## src/rtl/abus_pkg.sv

```systemverilog
// abus_pkg: shared definitions for the abus interconnect.
//   ABUS_MAX_MASTERS : widest master vector any abus block supports
//   ABUS_IDX_W       : index width for ABUS_MAX_MASTERS
//   abus_idx_width() : index width for an N-master vector (at least 1 bit)
//   lsb_onehot()     : isolates the lowest set bit of a vector
//   onehot2bin()     : binary index of the set bit of a one-hot vector
package abus_pkg;

  localparam int ABUS_MAX_MASTERS = 32;
  localparam int ABUS_IDX_W       = $clog2(ABUS_MAX_MASTERS);

  typedef logic [ABUS_MAX_MASTERS-1:0] abus_vec_t;
  typedef logic [ABUS_IDX_W-1:0]       abus_idx_t;

  function automatic int abus_idx_width(input int n);
    return (n > 1) ? $clog2(n) : 1;
  endfunction

  // Two's-complement trick: ~vec + 1 flips every bit above the lowest one.
  function automatic abus_vec_t lsb_onehot(input abus_vec_t vec);
    return vec & (~vec + abus_vec_t'(1));
  endfunction

  // OR of the indices of all set bits; exact for a one-hot input.
  function automatic abus_idx_t onehot2bin(input abus_vec_t vec);
    abus_idx_t idx;
    idx = '0;
    for (int i = 0; i < ABUS_MAX_MASTERS; i++) begin
      if (vec[i]) idx = idx | abus_idx_t'(i);
    end
    return idx;
  endfunction

endpackage

```

## src/rtl/abus_lf_arbiter_if.sv

```systemverilog
// abus_lf_arbiter_if: request/grant bundle between abus masters and the
// lower-first arbiter.
//   req       : per-master request (master -> arbiter)
//   grant     : one-hot grant      (arbiter -> masters / bus mux)
//   grant_idx : binary grant index (arbiter -> bus mux select)
//   req_any   : any master requesting
// Modports: master (drives req), slave (the arbiter).
interface abus_lf_arbiter_if
  import abus_pkg::*;
#(
  parameter int N = 8
);
  localparam int IW = abus_idx_width(N);

  logic [N-1:0]  req;
  logic [N-1:0]  grant;
  logic [IW-1:0] grant_idx;
  logic          req_any;

  modport master (output req, input grant, input grant_idx, input req_any);
  modport slave  (input req, output grant, output grant_idx, output req_any);

endinterface

```

## src/rtl/abus_prio_lsb.sv

```systemverilog
// abus_prio_lsb: N-bit lowest-one priority encoder (bit 0 wins).
//   req    : input request vector
//   onehot : lowest set bit of req (zero when req is zero)
//   index  : binary index of onehot
//   any    : OR-reduction of req
// N must not exceed ABUS_MAX_MASTERS.
module abus_prio_lsb
  import abus_pkg::*;
#(
  parameter  int N  = 8,
  localparam int IW = abus_idx_width(N)
) (
  input  logic [N-1:0]  req,
  output logic [N-1:0]  onehot,
  output logic [IW-1:0] index,
  output logic          any
);

  abus_vec_t req_w;
  abus_vec_t onehot_w;
  abus_idx_t index_w;

  // Work at the package width so the shared helpers can be reused; the
  // zero padding above N cannot produce a set bit there.
  always_comb begin
    req_w          = '0;
    req_w[N-1:0]   = req;
    onehot_w       = lsb_onehot(req_w);
    index_w        = onehot2bin(onehot_w);
    onehot         = onehot_w[N-1:0];
    index          = index_w[IW-1:0];
    any            = |req;
  end

  if (N < ABUS_MAX_MASTERS) begin : g_pad_oh
    logic unused_oh_hi;
    assign unused_oh_hi = |onehot_w[ABUS_MAX_MASTERS-1:N];
  end

  if (IW < ABUS_IDX_W) begin : g_pad_idx
    logic unused_idx_hi;
    assign unused_idx_hi = |index_w[ABUS_IDX_W-1:IW];
  end

endmodule

```

## src/rtl/abus_lf_arbiter.sv

```systemverilog
// abus_lf_arbiter: lower-first fixed-priority abus arbiter.
//   clk   : bus clock, park register updates on rising edge
//   rst_n : asynchronous active-low reset (park -> master 0)
//   bus   : abus_lf_arbiter_if.slave (req in; grant, grant_idx, req_any out)
// The lowest-indexed requester is granted combinationally. With no request
// the grant parks on the last winner, so grant is one-hot every cycle.
module abus_lf_arbiter
  import abus_pkg::*;
#(
  parameter int N = 8
) (
  input  logic                 clk,
  input  logic                 rst_n,
  abus_lf_arbiter_if.slave     bus
);

  localparam int            IW       = abus_idx_width(N);
  localparam logic [N-1:0]  PARK_RST = N'(1);

  logic [N-1:0]  enc_onehot;
  logic [IW-1:0] enc_idx;
  logic          enc_any;

  logic [N-1:0]  park_q;
  logic [N-1:0]  park_d;
  abus_vec_t     park_w;
  abus_idx_t     park_idx_w;
  logic [IW-1:0] park_idx;

  abus_prio_lsb #(.N(N)) u_prio (
    .req    (bus.req),
    .onehot (enc_onehot),
    .index  (enc_idx),
    .any    (enc_any)
  );

  // Index of the parked master, used when nobody requests.
  always_comb begin
    park_w         = '0;
    park_w[N-1:0]  = park_q;
    park_idx_w     = onehot2bin(park_w);
    park_idx       = park_idx_w[IW-1:0];
  end

  if (IW < ABUS_IDX_W) begin : g_pad_park
    logic unused_park_hi;
    assign unused_park_hi = |park_idx_w[ABUS_IDX_W-1:IW];
  end

  // Output mux: encoder result when requested, parked grant otherwise.
  always_comb begin
    bus.grant     = enc_any ? enc_onehot : park_q;
    bus.grant_idx = enc_any ? enc_idx    : park_idx;
    bus.req_any   = enc_any;
    park_d        = enc_any ? enc_onehot : park_q;
  end

  // Stage boundary: park register.
  always_ff @(posedge clk or negedge rst_n) begin
    if (!rst_n) park_q <= PARK_RST;
    else        park_q <= park_d;
  end

endmodule

```

## src/flat_wrapper.sv

```systemverilog
// flat-port wrapper written by rule: the top's interface ports become plain ports
module abus_lf_arbiter_flat import abus_pkg::*;
#(
  parameter int N = 8
)
  (clk, rst_n, bus_req, bus_grant, bus_grant_idx, bus_req_any);
  abus_lf_arbiter_if #(.N(N)) bus_i ();
  input  logic clk;
  input  logic rst_n;
  input wire logic [$bits(bus_i.req)-1:0] bus_req;
  output wire logic [$bits(bus_i.grant)-1:0] bus_grant;
  output wire logic [$bits(bus_i.grant_idx)-1:0] bus_grant_idx;
  output wire logic [$bits(bus_i.req_any)-1:0] bus_req_any;
  assign bus_i.req = bus_req;
  assign bus_grant = bus_i.grant;
  assign bus_grant_idx = bus_i.grant_idx;
  assign bus_req_any = bus_i.req_any;
  abus_lf_arbiter #(.N(N)) u_core (.clk(clk), .rst_n(rst_n), .bus(bus_i));
endmodule
```

## config.mk

```make
export PLATFORM = sky130hd
export DESIGN_NAME = abus_lf_arbiter_flat
export DESIGN_NICKNAME = d
export VERILOG_FILES = /design/src/rtl/abus_pkg.sv /design/src/rtl/abus_lf_arbiter_if.sv /design/src/rtl/abus_prio_lsb.sv /design/src/rtl/abus_lf_arbiter.sv /design/src/flat_wrapper.sv
export SDC_FILE = /design/constraint.sdc
export NUM_CORES = 1
export LEC_CHECK = 0
export CORE_AREA = 2 2 39 41
export CTS_BUF_LIST = sky130_fd_sc_hd__clkbuf_16
export CTS_CLUSTER_DIAMETER = 40
export CTS_CLUSTER_SIZE = 25
export DETAILED_ROUTE_END_ITERATION = 6
export DIE_AREA = 0 0 41 43
export PLACE_DENSITY = 0.65
export SYNTH_ARGS = -nofsm -noshare
export SYNTH_HDL_FRONTEND = slang
export SYNTH_SLANG_ARGS = --single-unit
```

## constraint.sdc

```tcl
create_clock -name clk -period 3.5 [get_ports clk]
set_clock_uncertainty 0.1 [all_clocks]
set_input_delay 1.05 -clock clk [delete_from_list [all_inputs] [get_ports clk]]
set_output_delay 1.05 -clock clk [all_outputs]
set_load 0.005 [all_outputs]
```

==> flow_metrics.env <==
export IMPL_max_stage_delay_ns=0.55
export IMPL_routedWlPerCell_um=15.88
export IMPL_grt_ovfl_total=0
export IMPL_crit_chain="buf_6 > or4_4 > nor4b_4 > buf_4 > buf_6 > a22o_1 > buf_2"
export IMPL_ys_warn_count=0
export IMPL_cts_buffers=3
export IMPL_crit_type="in -> out"
export IMPL_grtUsageTotal_pct=25.71
export IMPL_ant_nets=0
export IMPL_postCtsHoldBufs=0
export IMPL_initial_core_util_pct=29.29
export IMPL_ys_types=18
export IMPL_grt_pass1_wl_mm=2.856
export IMPL_p_comb_share_pct=17.2
export IMPL_ys_ff_latch=8
export IMPL_drt_iter0_drc=25
export IMPL_crit_required_ns=2.35
export IMPL_post_route_period_util_pct=103.0
export IMPL_path_max_fanout=3
export IMPL_drc=0
export IMPL_setup_tns_final_ns=-0.5526
export IMPL_io_buffers=21
export IMPL_yosys_area_share_adder_pct=0
export IMPL_clock_sinks=8
export IMPL_cp_common_cell="buf_6"
export IMPL_antenna_found_initial=0
export IMPL_hold_path_depth=1
export IMPL_wl_met2_um=983
export IMPL_grt_pass1_vias=641
export IMPL_htreeDepth=1
export IMPL_tightest_slew_ns=0.3733
export IMPL_synth_xor_area_share_pct=0
export IMPL_peakVddDrop_uv=175.8
export IMPL_ys_top_cells_by_area="dfrtp_1 (43%), dfstp_2 (6.5%), nor2_1 (6.5%), a22o_1 (6.5%), nor4b_4 (5.9%)"
export IMPL_area_delta_synth_final_pct=152.2
export IMPL_die_w_um=41
export IMPL_pin_count=22
export IMPL_viasPerCell=5.182
export IMPL_finalSetupViolCount=7
export IMPL_rows=14
export IMPL_crit_path_end_kind="primary output"
export IMPL_hp_class="reg -> reg"
export IMPL_finalWorstSetupSlack_ns=-0.1054
export IMPL_wirelength_met1_um=754
export IMPL_synth_compound_gate_area_share_pct=20.68
export IMPL_drv_cap=0
export IMPL_max_flop_register="u_core.park_q"
export IMPL_final_nets=116
export IMPL_fmax_ghz=0.2774
export IMPL_drv_slew=0
export IMPL_vias=627
export IMPL_postSynthCellCount=40
export IMPL_rsz0062_at_grt="yes"
export IMPL_wl_met3_um=87
export IMPL_clkPwrFrac_pct=55.7
export IMPL_drive_gt1_share_pct=63.81
export IMPL_hold_viol=0
export IMPL_place_ws_ns=-0.9291
export IMPL_reg2reg_to="u_core.park_q[3]$_DFF_PN0_"
export IMPL_cp_start_kind="input port"
export IMPL_topRoutingLayerUsed="met4"
export IMPL_firstDrtPassIters=4
export IMPL_place_congestion=0.7797
export IMPL_antenna_cells=0
export IMPL_hp_start="u_core.park_q[1]$_DFF_PN0_"
export IMPL_status="complete, but fails checks"
export IMPL_switching_power_mw=0.07895
export IMPL_muxShareOfSynthArea_pct=0
export IMPL_fin_crit_ns=3.605
export IMPL_syn_mean_instance_area_um2=10.13
export IMPL_critPathTopFamily="simple AND/OR/NAND/NOR gates"
export IMPL_seq_area_frac_synth_pct=49.69
export IMPL_largest_reg_flops=8
export IMPL_reg_top3="u_core.park_q: 8 flops"
export IMPL_yosysTopAreaCellShare_pct=43.21
export IMPL_dieArea_um2=1763
export IMPL_clk_pin_slew_ns=0.04
export IMPL_arrival_ns=2.46
export IMPL_rr_worst_depth=9
export IMPL_clkLatencyLatePin_ns=0.24
export IMPL_cts_tree="yes"
export IMPL_worstReg2RegStart="u_core.park_q[3]$_DFF_PN0_"
export IMPL_synth_top_family_by_area="simple AND/OR/NAND/NOR gates"
export IMPL_slowest_stage="or4_4"
export IMPL_seqPwrFrac_pct=27.0
export IMPL_core_um2=1384
export IMPL_yosysTopAreaCell="dfrtp_1"
export IMPL_p_per_area_nw_per_um2=353.8
export IMPL_die_h_um=43
export IMPL_synthSimpleGateAreaFrac_pct=25.93
export IMPL_clock_path_buffers=2
export IMPL_min_to="u_core.park_q[1]$_DFF_PN0_"
export IMPL_syn_cell_area_um2=405.4
export IMPL_routed_wl_mm=1.921
export IMPL_grt_max_degree=9
export IMPL_cts_root_buf="clkbuf_16"
export IMPL_p_leak_nw=0.5572
export IMPL_syn_nets=50
export IMPL_post_dp_hpwl_um=988.5
export IMPL_violations="negative setup slack"
export IMPL_reg2reg_slack_ns=1.64
export IMPL_switching_share_pct=21.83
export IMPL_p_int_mw=0.2827
export IMPL_max_slew_margin_pct=75.04
export IMPL_cp_num_buf_inv=4
-- worst max path at each step --
stage,start,slack [ns],depth (start not counted),endpoint
2_1_floorplan,bus_req[3],0.14,3,bus_grant[3]
3_3_place_gp,bus_req[3],-0.85,5,bus_grant[2]
3_5_place_dp,bus_req[3],-0.93,5,bus_grant[3]
4_1_cts,bus_req[0],-0.07,7,bus_grant[3]
5_1_grt,bus_req[0],-0.17,7,bus_grant[3]
6_report,bus_req[0],-0.11,7,bus_grant[3]
-- placed cells by master, fill, tap and decap left out, types with 2 or more instances in the layout --
| cell | count |
|---|---|
| clkbuf_16 | 3 |
| dfrtp_1 | 7 |
| buf_6 | 5 |
| buf_2 | 9 |
| inv_1 | 4 |
| a22o_1 | 3 |
| nor4_1 | 2 |
| nor2_1 | 5 |
| a21oi_1 | 4 |
| clkdlybuf4s50_1 | 4 |
| dlygate4sd2_1 | 4 |
| buf_4 | 37 |
-- cell families (layout without fill, tap and decap cells) --
| family | count (synthesis) | count (layout) |
|---|---|---|
| buf+inv | 4 | 69 |
| flops | 8 | 8 |
| compound gates | 12 | 12 |
| simple gates | 16 | 16 |
-- through the flow --
step	instances	hold WS (ns)	utilization [%]	power [mW]	area (um^2)
floorplan	40	0.4103	-	0.1099	405.4
global route	121	0.5055	73.87	0.3695	1022
finish	121	0.4692	73.87	0.3617	1022
global placement	90	0.4291	52.98	0.1452	733.2
detailed placement	90	0.4255	52.98	0.1455	733.2
CTS	121	0.4619	74.23	0.3549	1027
-- area by class of cell --
type	instances	area (um^2)
Clock buffer	3	75.07
Clock inverter	1	3.754
Fill cell	101	361.6
Inverter	4	15.01
Multi-Input combinational cell	28	236.5
Sequential cell	8	201.4
Tap cell	16	20.02
Timing Repair Buffer	61	470.5
-- cells in the mapped netlist, drive strengths merged --
cell type	instances
a211oi	1
a21o	1
a21oi	4
a22o	3
a31oi	1
dfrtp	7
dfstp	1
inv	4
nand2b	1
nor2	7
nor2b	1
nor3	2
nor4	2
nor4b	2
o31ai	1
o32ai	1
or4	1
-- power by group through the flow --
stage	combinational (mW)	clock, mW	sequential, mW
after global placement	0.0467	0	0.0985
after detailed placement	0.0472	0	0.0983
final	0.0623	0.202	0.0978
after floorplan	0.0120	0	0.0979
after global routing	0.0656	0.206	0.0980
after CTS	0.0599	0.197	0.0975
-- worst register-to-register path, delay by kind of cell (launching register included) --
kind | cells | cell delay [ns]
flip-flops | 1 | 0.41
AO/OA/AOI/OAI | 1 | 0.26
buffers and inverters | 8 | 1.00
-- routing by layer --
metal | track usage (%) | vias to the layer above
met3 | 4.188 | 10
met2 | 40.00 | 33
met5 | 0 | -
li1 | - | 282
met1 | 28.43 | 302
met4 | 21.33 | 0
-- what timing repair did --
| action | CTS | global route |
|---|---|---|
| buffers inserted | 27 | 0 |
| resized for setup | 68 | 1 |
| setup endpoints to repair | 12 | 9 |
| pin swaps | 6 | 2 |
No activity file was read; power rests on OpenSTA's default activity.
